--- config.mk ---
export PLATFORM = sky130hd
export DESIGN_NAME = mul_div_unit
export DESIGN_NICKNAME = d
export VERILOG_FILES = /design/src/rtl/mul_div_unit.sv
export SDC_FILE = /design/constraint.sdc
export NUM_CORES = 1
export LEC_CHECK = 0
export CORE_MARGIN = 4
export CORE_UTILIZATION = 30
export CTS_BUF_LIST = sky130_fd_sc_hd__clkbuf_8
export DETAILED_ROUTE_END_ITERATION = 16
export PLACE_DENSITY = 0.5
export RECOVER_POWER = 50
export SLEW_MARGIN = 40
export SYNTH_ARGS = -nofsm -noshare
export SYNTH_HDL_FRONTEND = slang
export SYNTH_SLANG_ARGS = --single-unit
--- constraint.sdc ---
create_clock -name clk -period 3.5 [get_ports clk]
set_input_delay 0.525 -clock clk [delete_from_list [all_inputs] [get_ports clk]]
set_output_delay 0.525 -clock clk [all_outputs]
set_load 0.02 [all_outputs]
--- src/rtl/mul_div_unit.sv ---
// mul_div_unit: iterative multiply/divide unit (MULTU, MULT, DIVU, DIV) with HI/LO results.
//
// Operands are latched on an accepted start. The unit then does one shift-add multiply step
// or one restoring-divide step per clock for BUS_SIZE clocks, applies a one-cycle sign
// fix-up, and finally writes hi/lo/flagDivZero.
//
// Ports:
//   clk          clock, rising edge
//   reset        synchronous, active-high reset
//   start        request a new operation (sampled only in IDLE)
//   selector     00 MULTU, 01 MULT, 10 DIVU, 11 DIV
//   A, B         multiplicand/dividend and multiplier/divisor
//   busy         high while an operation is computing
//   done         one-cycle pulse when hi/lo/flagDivZero update
//   hi, lo       upper product word / remainder, lower product word / quotient
//   flagDivZero  last completed divide had B = 0; cleared by any completed multiply
module mul_div_unit #(
    parameter int unsigned BUS_SIZE = 32
) (
    input  logic                clk,
    input  logic                reset,
    input  logic                start,
    input  logic [1:0]          selector,
    input  logic [BUS_SIZE-1:0] A,
    input  logic [BUS_SIZE-1:0] B,
    output logic                busy,
    output logic                done,
    output logic [BUS_SIZE-1:0] hi,
    output logic [BUS_SIZE-1:0] lo,
    output logic                flagDivZero
);

    localparam int unsigned W  = BUS_SIZE;
    localparam int unsigned CW = $clog2(W) + 1;

    localparam logic [1:0] StIdle = 2'd0;
    localparam logic [1:0] StCalc = 2'd1;
    localparam logic [1:0] StFix  = 2'd2;
    localparam logic [1:0] StDone = 2'd3;

    logic [1:0]     state_q, state_d;
    logic [CW-1:0]  cnt_q, cnt_d;
    logic [1:0]     op_q, op_d;
    logic [W-1:0]   a_raw_q, a_raw_d;   // original A, returned as hi on divide-by-zero
    logic [W-1:0]   opnd_q, opnd_d;     // |multiplicand| or |divisor|
    logic [2*W-1:0] acc_q, acc_d;       // multiply: {upper, multiplier}; divide: {rem, quot}
    logic           sign_a_q, sign_a_d;
    logic           sign_x_q, sign_x_d;
    logic           divz_q, divz_d;
    logic [W-1:0]   hi_q, hi_d;
    logic [W-1:0]   lo_q, lo_d;
    logic           fdz_q, fdz_d;
    logic           busy_q, busy_d;
    logic           done_q, done_d;

    // Operand conditioning at accept time
    logic         is_signed;
    logic         a_neg, b_neg;
    logic [W-1:0] a_abs, b_abs;

    assign is_signed = selector[0];
    assign a_neg     = is_signed & A[W-1];
    assign b_neg     = is_signed & B[W-1];
    assign a_abs     = a_neg ? (~A + W'(1)) : A;
    assign b_abs     = b_neg ? (~B + W'(1)) : B;

    // One shift-add multiply step; the carry out of the add becomes the new top bit
    logic [W:0]     mul_sum;
    logic [2*W-1:0] mul_next;

    assign mul_sum  = {1'b0, acc_q[2*W-1:W]} + {1'b0, opnd_q};
    assign mul_next = acc_q[0] ? {mul_sum, acc_q[W-1:1]} : {1'b0, acc_q[2*W-1:1]};

    // One restoring-divide step: shifted remainder needs W+1 bits, diff MSB is the borrow
    logic [W:0]     div_sr;
    logic [W+1:0]   div_diff;
    logic [2*W-1:0] div_next;

    assign div_sr   = acc_q[2*W-1:W-1];
    assign div_diff = {1'b0, div_sr} - {2'b0, opnd_q};
    assign div_next = div_diff[W+1] ? {div_sr[W-1:0], acc_q[W-2:0], 1'b0}
                                    : {div_diff[W-1:0], acc_q[W-2:0], 1'b1};

    // Sign fix-up candidates
    logic [2*W-1:0] prod_neg;
    logic [W-1:0]   quot_fix, rem_fix;

    assign prod_neg = ~acc_q + (2*W)'(1);
    assign quot_fix = sign_x_q ? (~acc_q[W-1:0] + W'(1)) : acc_q[W-1:0];
    assign rem_fix  = sign_a_q ? (~acc_q[2*W-1:W] + W'(1)) : acc_q[2*W-1:W];

    always_comb begin
        state_d  = state_q;
        cnt_d    = cnt_q;
        op_d     = op_q;
        a_raw_d  = a_raw_q;
        opnd_d   = opnd_q;
        acc_d    = acc_q;
        sign_a_d = sign_a_q;
        sign_x_d = sign_x_q;
        divz_d   = divz_q;
        hi_d     = hi_q;
        lo_d     = lo_q;
        fdz_d    = fdz_q;

        unique case (state_q)
            StIdle: begin
                if (start) begin
                    state_d  = StCalc;
                    cnt_d    = '0;
                    op_d     = selector;
                    a_raw_d  = A;
                    sign_a_d = a_neg;
                    sign_x_d = a_neg ^ b_neg;
                    divz_d   = (B == '0);
                    if (selector[1]) begin
                        opnd_d = b_abs;
                        acc_d  = {{W{1'b0}}, a_abs};
                    end else begin
                        opnd_d = a_abs;
                        acc_d  = {{W{1'b0}}, b_abs};
                    end
                end
            end
            StCalc: begin
                acc_d = op_q[1] ? div_next : mul_next;
                cnt_d = cnt_q + CW'(1);
                if (cnt_q == CW'(W - 1)) begin
                    state_d = StFix;
                end
            end
            StFix: begin
                state_d = StDone;
                if (op_q[1]) begin
                    if (divz_q) begin
                        acc_d = {a_raw_q, {W{1'b1}}};
                    end else if (op_q[0]) begin
                        acc_d = {rem_fix, quot_fix};
                    end
                end else if (op_q[0] && sign_x_q) begin
                    acc_d = prod_neg;
                end
            end
            StDone: begin
                state_d = StIdle;
                hi_d    = acc_q[2*W-1:W];
                lo_d    = acc_q[W-1:0];
                fdz_d   = op_q[1] & divz_q;
            end
            default: state_d = StIdle;
        endcase
    end

    // busy/done are registered from the current state, so they trail it by one edge:
    // busy covers the 33 edges after acceptance and done rises with the hi/lo update.
    assign busy_d = (state_q == StCalc) || (state_q == StFix);
    assign done_d = (state_q == StDone);

    always_ff @(posedge clk) begin
        if (reset) begin
            state_q  <= StIdle;
            cnt_q    <= '0;
            op_q     <= '0;
            a_raw_q  <= '0;
            opnd_q   <= '0;
            acc_q    <= '0;
            sign_a_q <= 1'b0;
            sign_x_q <= 1'b0;
            divz_q   <= 1'b0;
            hi_q     <= '0;
            lo_q     <= '0;
            fdz_q    <= 1'b0;
            busy_q   <= 1'b0;
            done_q   <= 1'b0;
        end else begin
            state_q  <= state_d;
            cnt_q    <= cnt_d;
            op_q     <= op_d;
            a_raw_q  <= a_raw_d;
            opnd_q   <= opnd_d;
            acc_q    <= acc_d;
            sign_a_q <= sign_a_d;
            sign_x_q <= sign_x_d;
            divz_q   <= divz_d;
            hi_q     <= hi_d;
            lo_q     <= lo_d;
            fdz_q    <= fdz_d;
            busy_q   <= busy_d;
            done_q   <= done_d;
        end
    end

    assign busy        = busy_q;
    assign done        = done_q;
    assign hi          = hi_q;
    assign lo          = lo_q;
    assign flagDivZero = fdz_q;

endmodule

==> results of run 1 <==
logic make-up after synthesis:
| logic type | count (synthesis) | synth area share (%) |
|---|---|---|
| AND/OR/NAND/NOR | 859 | 23.03 |
| AO/OA/AOI/OAI | 713 | 25.83 |
| buffers and inverters | 263 | 5.769 |
| flip-flops | 208 | 24.06 |
| XOR/XNOR | 153 | 7.743 |
| multiplexers | 138 | 8.061 |
| adder cells (fa/ha/maj) | 75 | 5.509 |
what timing repair did:
action / CTS / global route
resized for setup: 0 / 13
hold buffers: 0 / 0
hold endpoints to repair: 0 / 0
setup endpoints to repair: 0 / 11
cell type report:
type | count | share of cell area [%]
timing repair buffer | 421 | 16.10
multi-input combinational | 1938 | 55.37
clock inverter | 17 | 0.6641
clock buffer | 54 | 3.372
tap | 756 | 4.291
sequential | 208 | 18.93
inverter | 74 | 1.260
antenna | 1 | 0.01135
path summary, 6_finish.rpt:
| kind | to | slack [ps] | depth (start not counted) |
|---|---|---|---|
| setup / recovery | acc_q[63]$_SDFFE_PP0P_ | 130 | 15 |
| hold / removal | a_raw_q[17]$_SDFFE_PP0P_ | 460 | 2 |
| setup reg to reg | acc_q[63]$_SDFFE_PP0P_ | 130 | 15 |
| hold reg to reg | a_raw_q[17]$_SDFFE_PP0P_ | 460 | 2 |
registers in the layout, indices dropped and copies added, names as in the netlist:
signal       flops
busy             1
opnd_q          32
op_q             2
a_raw_q         32
sign_x_q         1
done             1
acc_q           64
sign_a_q         1
cnt_q            6
flagDivZero      1
lo              32
state_q          2
divz_q           1
hi              32
per-layer routing:
layer / routed length [um] / vias up / share of wire [%] / GRT usage, %
met5: 10 / - / 0.013 / 0
met4: 2980 / 2 / 3.8 / 9.322
met3: 5274 / 163 / 6.7 / 3.821
met2: 35800 / 754 / 45 / 40.65
met1: 35040 / 9284 / 44 / 33.88
li1: - / 9214 / - / -
cell usage in the layout (no fill, tap or decap), types with 70 or more instances in the layout:
cell             Yosys  layout
inv_1               72      79
buf_4                0     273
o21ai_0            161     158
xnor2_1             96      96
ha_1                73      71
o211ai_1            70      70
dfxtp_1            208     203
nand2_1            282     281
mux2i_1            127     127
nor2_1             272     271
a21oi_1            247     246
clkdlybuf4s50_1      0     106
worst max-delay path, stage by stage, from the launching register on:
cell and delay [ps]:
dfxtp_2 400, ha_2 220, inv_1 50, fa_1 410, nand2b_1 210, a21o_1 220, a211o_1 320, a21boi_0 170
buf_4 160, buf_4 100, nor4_1 50, nor3_1 380, o21ai_0 190, buf_4 160, nand2_1 60, a32o_1 210
power breakdown:
| group | switching (uW) | leakage [uW] | internal (uW) |
|---|---|---|---|
| registers | 528 | 0.00170 | 2790 |
| logic | 6310 | 0.00654 | 3970 |
| clock network | 1260 | 0.000486 | 1540 |
| total | 8100 | 0.00872 | 8300 |
stage by stage:
stage	cells	worst slack (ps)
6_report	3469	127.1
5_1_grt	3469	22.31
4_1_cts	3468	2.659
3_5_place_dp	3397	-243.2
3_3_place_gp	3397	-243.0
2_1_floorplan	2409	436.9
==> results by group, run 1 <==
Status
  • Status: finished, violations left
  • Failing checks: max-capacitance violations, max-slew violations

Logic synthesis
  • Synth top area share: 24.06%
  • Top cells by area, synth: dfxtp_1 (24%), mux2i_1 (7.3%), a21oi_1 (7.1%)
  • Synth unique cells: 89
  • Post-synth EDFFs: 0
  • Sequential share of the synthesized area: 24.06%
  • Most used DFF post-synth: dfxtp_1
  • Mapped Cells: 2409
  • Yosys top cell by area: dfxtp_1
  • Most instantiated library cell after synthesis: nand2_1
  • FF+latch count, synth: 208
  • Synthesized area: 0.01731 sq mm
  • Commonest cells in the netlist: nand2_1 (282), nor2_1 (272), a21oi_1 (247)
  • Synth async-reset ratio: 0%
  • Avg Cell Area, Syn: 7.184 sq um
  • Post-Syn Nets: 2553
  • Synth warn: 0

STA
  • Final Max Slew Viols: 107
  • Setup Skew: 37.40 ps
  • Sum Neg Setup Slack: 0 ps
  • RSZ-0062 raised after global routing: no
  • Relative slew margins: -75.14%
  • Peak Freq: 296.5 MHz
  • Setup violators final: 0
  • Fin Hold WS: 458.0 ps
  • Worst-margin pin slew: 2627 ps
  • Fin crit period: 3373 ps
  • Tcrit/Tclk final: 96.37%
  • Final Hold Violating Endpoints: 0

Final layout
  • Layout cells sized above 1: 14.90%
  • Synthesis-to-layout area growth: 27.36%
  • Layout Nets: 2831
  • Final Util: 38.87%
  • Storage cell area: 0.004173 sq mm
  • Area of the multi-input gates: 0.01221 sq mm
  • Final Cell Area: 0.02204 sq mm
  • Filler cells: 5979

Placed design
  • Dpl hpwl: 60660 um
  • RD Place Congestion: 0.9531
  • Area after DPL: 0.02117 sq mm
  • PortBufs: 135

Clock network
  • Post-CTS Setup Bufs: 0
  • Clock root buffer: clkbuf_8
  • Clk sinks: 208
  • Clock transition at the registers of the reported paths: 70 ps
  • CTS H-tree lvls: 2
  • CTS max path bufs: 3
  • CTS tree: yes
  • Num CTS Buffers: 44
  • Latest clock arrival within the worst-skew pair: 640 ps

Routing
  • Post-DRT Antenna Nets: 0
  • DR DRC count: 0
  • Total wire length: 79100 um
  • Via count: 19417
  • Routed WL per cell: 22.80 um
  • Starting DRC count in detailed routing: 1679
  • Initial DRT Pass Iterations: 5
  • Via/cell ratio: 5.597

Global routing
  • Antenna violations before repair: 2
  • GR Util All Layers: 25.10%
  • Grt ovf: 0
  • First-pass GRT wire length: 118500 um
  • Largest net degree at the start of global routing: 78
  • Vias in the first global route: 18636

Power and ir drop
  • Overall Power: 16390 uW
  • Static leakage: 0.008719 uW
  • Max VDD drop: 0.3853 mV
  • Pwr per Cell Area: 743.8 mW/mm^2

Critical path
  • Worst Path Required: 4060 ps
  • Worst Setup Start Kind: register
  • Crit-path max FO: 7
  • Worst R2R Start: acc_q[32]$_SDFFE_PP0P_
  • Critical path endpoint category: register
  • Crit path DAT: 3930 ps
  • Critical path class: register to register
  • Worst Setup SP: acc_q[32]$_SDFFE_PP0P_

Min path
  • Worst Hold Class: register to register
  • Worst Hold Launch: a_raw_q[17]$_SDFFE_PP0P_

Floorplanning
  • Die Height: 248.2 um
  • Initial core utilization: 30.52%
  • # rows: 87
  • I/O pin count: 136
  • Core box area: 0.05671 sq mm
  • Die W: 248.2 um
  • Floorplan die area: 0.06160 sq mm

Flow run
  • Maxcap violations: 2
No activity file was read; power rests on OpenSTA's default activity.
==> run 2: changes to the inputs <==
CTS_BUF_LIST = not set   (was sky130_fd_sc_hd__clkbuf_8)
MAX_ROUTING_LAYER = met4   (was not set)
==> run 2 against run 1 <==
Compared with the run above: the flow still finishes with violations (max-capacitance violations, max-slew violations); sequential share of layout area hardly changed; clock skew fell by 19 ps; critical path type unchanged; maximum frequency down 0.77%; highest routed layer is now met4; largest power group unchanged; largest cell class unchanged; flip-flop and latch count did not move; clock-buffer cell count shrank 18; clock power increased by 12%.
==> results by group, run 2 (same netlist as run 1, synthesis figures left out) <==
Floorplanning
  • Die Height: 248.2 um (unchanged)
  • I/O pin count: 136 (unchanged)
  • Core box area: 0.05671 sq mm (unchanged)
  • Floorplan die area: 0.06160 sq mm (unchanged)
  • Die W: 248.2 um (unchanged)
  • Initial core utilization: 30.52% (unchanged)
  • # rows: 87 (unchanged)

STA
  • Worst-margin pin slew: 1758 ps (-869.3 ps)
  • Final Hold Violating Endpoints: 0 (unchanged)
  • Relative slew margins: -17.26% (+58 points)
  • Tcrit/Tclk final: 97.12% (+0.75 points)
  • Peak Freq: 294.2 MHz (-0.77%)
  • Final Max Slew Viols: 28 (-74%)
  • Setup Skew: 17.93 ps (-19.47 ps)
  • Sum Neg Setup Slack: 0 ps (unchanged)
  • Fin crit period: 3399 ps (+26.20 ps)
  • Setup violators final: 0 (unchanged)

Global routing
  • GR Util All Layers: 25.45% (+0.35 points)
  • First-pass GRT wire length: 117300 um (-0.94%)
  • Vias in the first global route: 18162 (-2.5%)
  • Antenna violations before repair: 1 (-1)
  • Grt ovf: 0 (unchanged)
  • Largest net degree at the start of global routing: 78 (unchanged)

Critical path
  • Critical path's largest stage delay: 490 ps (+80 ps)
  • Crit-path max FO: 7 (unchanged)
  • Cell Chain, Critical Path: ha_1 > nand2_1 > nor4_1 > nand2_1 > o211ai_1 > a41oi_1 > o311ai_0 > buf_4 > mux2_2 > a2111oi_0 > o31ai_1
  • Worst Setup SP: opnd_q[16]$_SDFFE_PP0P_
  • R2R setup slack: 100 ps (-30 ps)
  • Max stage delay cell, worst path: o311ai_0
  • Worst Path Required: 3940 ps (-120 ps)
  • Worst R2R Start: opnd_q[16]$_SDFFE_PP0P_
  • Crit path DAT: 3840 ps (-90 ps)
  • Most used cell, CP: nand2_1
  • Worst Setup Start Kind: register
  • Critical path endpoint category: register
  • Critical path class: register to register

Final layout
  • Synthesis-to-layout area growth: 27.58%
  • Most common cell after layout, fill and taps aside: nand2_1
  • Layout cells sized above 1: 13.97% (-0.93 points)
  • Commonest cells after routing, fill and taps aside: nand2_1 (281), nor2_1 (271), buf_4 (271), a21oi_1 (245), dfxtp_1 (205)
  • Number of flip-flops in the largest register: 64 (unchanged)
  • Largest register by flop count: acc_q
  • Layout Nets: 2810 (-0.74%)

Status
  • Failing checks: max-capacitance violations, max-slew violations
  • Status: finished, violations left

Clock network
  • Clock root buffer: clkbuf_16
  • Clk sinks: 208 (unchanged)
  • CTS max path bufs: 3 (unchanged)
  • Num CTS Buffers: 27 (-39%)
  • CTS tree: yes
  • Latest clock arrival within the worst-skew pair: 590 ps (-50 ps)
  • Clock transition at the registers of the reported paths: 60 ps (about the same)
  • CTS H-tree lvls: 1 (-1)
  • Post-CTS Setup Bufs: 0 (unchanged)

Routing
  • Total wire length: 78190 um (-1.2%)
  • DR DRC count: 0 (unchanged)
  • Via count: 19131 (-1.5%)
  • Via/cell ratio: 5.558 (-0.70%)
  • Starting DRC count in detailed routing: 1719 (+2.4%)
  • Post-DRT Antenna Nets: 0 (unchanged)
  • Initial DRT Pass Iterations: 8 (+3)
  • Routed WL per cell: 22.72 um (-0.38%)

Min path
  • Worst Hold Launch: reset
  • Worst Hold Class: input port to register

Flow run
  • Maxcap violations: 1 (-1)

Placed design
  • Dpl hpwl: 60840 um (+0.29%)
  • RD Place Congestion: 0.9647 (+1.2%)
  • PortBufs: 135 (unchanged)

Power and ir drop
  • Static leakage: 0.008705 uW (-0.16%)
  • Max VDD drop: 0.4474 mV (+16%)
  • Overall Power: 16680 uW (+1.7%)
  • Pwr per Cell Area: 755.2 mW/mm^2 (+1.5%)
-- run 2: changes by cell type in the layout (fill, tap and decap cells not counted), sizes merged --
cell	delta
clkinv	-1
buf	-2
bufinv	+3
clkbuf	-20
clkinvlp	-1
inv	-6
-- run 2: through the flow --
| stage | utilization, % | cells | hold WS [ps] | area, sq um | setup slack [ps] |
|---|---|---|---|---|---|
| floorplan | - | 2409 | 432.1 | 17310 | 436.9 |
| global placement | 37.25 | 3393 | 441.9 | 21130 | -126.2 |
| detailed placement | 37.26 | 3393 | 447.0 | 21130 | -167.3 |
| CTS | 38.98 | 3441 | 419.1 | 22110 | 112.8 |
| global route | 38.93 | 3442 | 447.3 | 22080 | -24.95 |
| finish | 38.93 | 3442 | 440.5 | 22080 | 100.9 |
-- run 2: worst paths after layout --
check | to | cells past startpoint
max | acc_q[62]$_SDFFE_PP0P_ | 11
min | hi[31]$_SDFFE_PP0P_ | 2
max reg2reg | acc_q[62]$_SDFFE_PP0P_ | 11
min reg2reg | a_raw_q[28]$_SDFFE_PP0P_ | 2
-- run 2: critical path: cells and delay by family, from the launching register on --
family,cells,cell delay (ps)
flops,1,430
buf+inv,1,190
fa+ha+maj,1,470
mux,1,320
simple gates,3,550
compound gates,5,1300
-- run 2: report_power, final --
part           leakage (uW)  switching, uW  total [uW]  internal (uW)
combinational       0.00652           6260       10200           3950
clock              0.000484           1220        3130           1910
sequential          0.00170            537        3320           2790
-- run 2: routing by layer --
layer	wire length, um	share of wire (%)	track usage [%]	vias to the layer above
li1	-	-	-	9178
met1	35300	45	34.05	9144
met2	36360	46	41.22	701
met3	4291	5.5	2.723	108
met4	2241	2.9	6.649	0
met5	0	0	-	-
-- run 2: repair_timing --
| item | CTS | global route |
|---|---|---|
| resized for setup | 0 | 7 |
| endpoints found under the setup margin | 0 | 9 |
| hold buffers | 0 | 0 |
-- run 2: area by class of cell --
class | instances | area (sq um)
repair buffers | 417 | 3526
well taps | 756 | 945.9
clock buffers | 36 | 769.5
inverters | 74 | 277.8
fillers | 5987 | 34630
multi-input cells | 1938 | 12180
flip-flops and latches | 208 | 4170
diodes | 1 | 2.502
clock inverters | 12 | 207.7
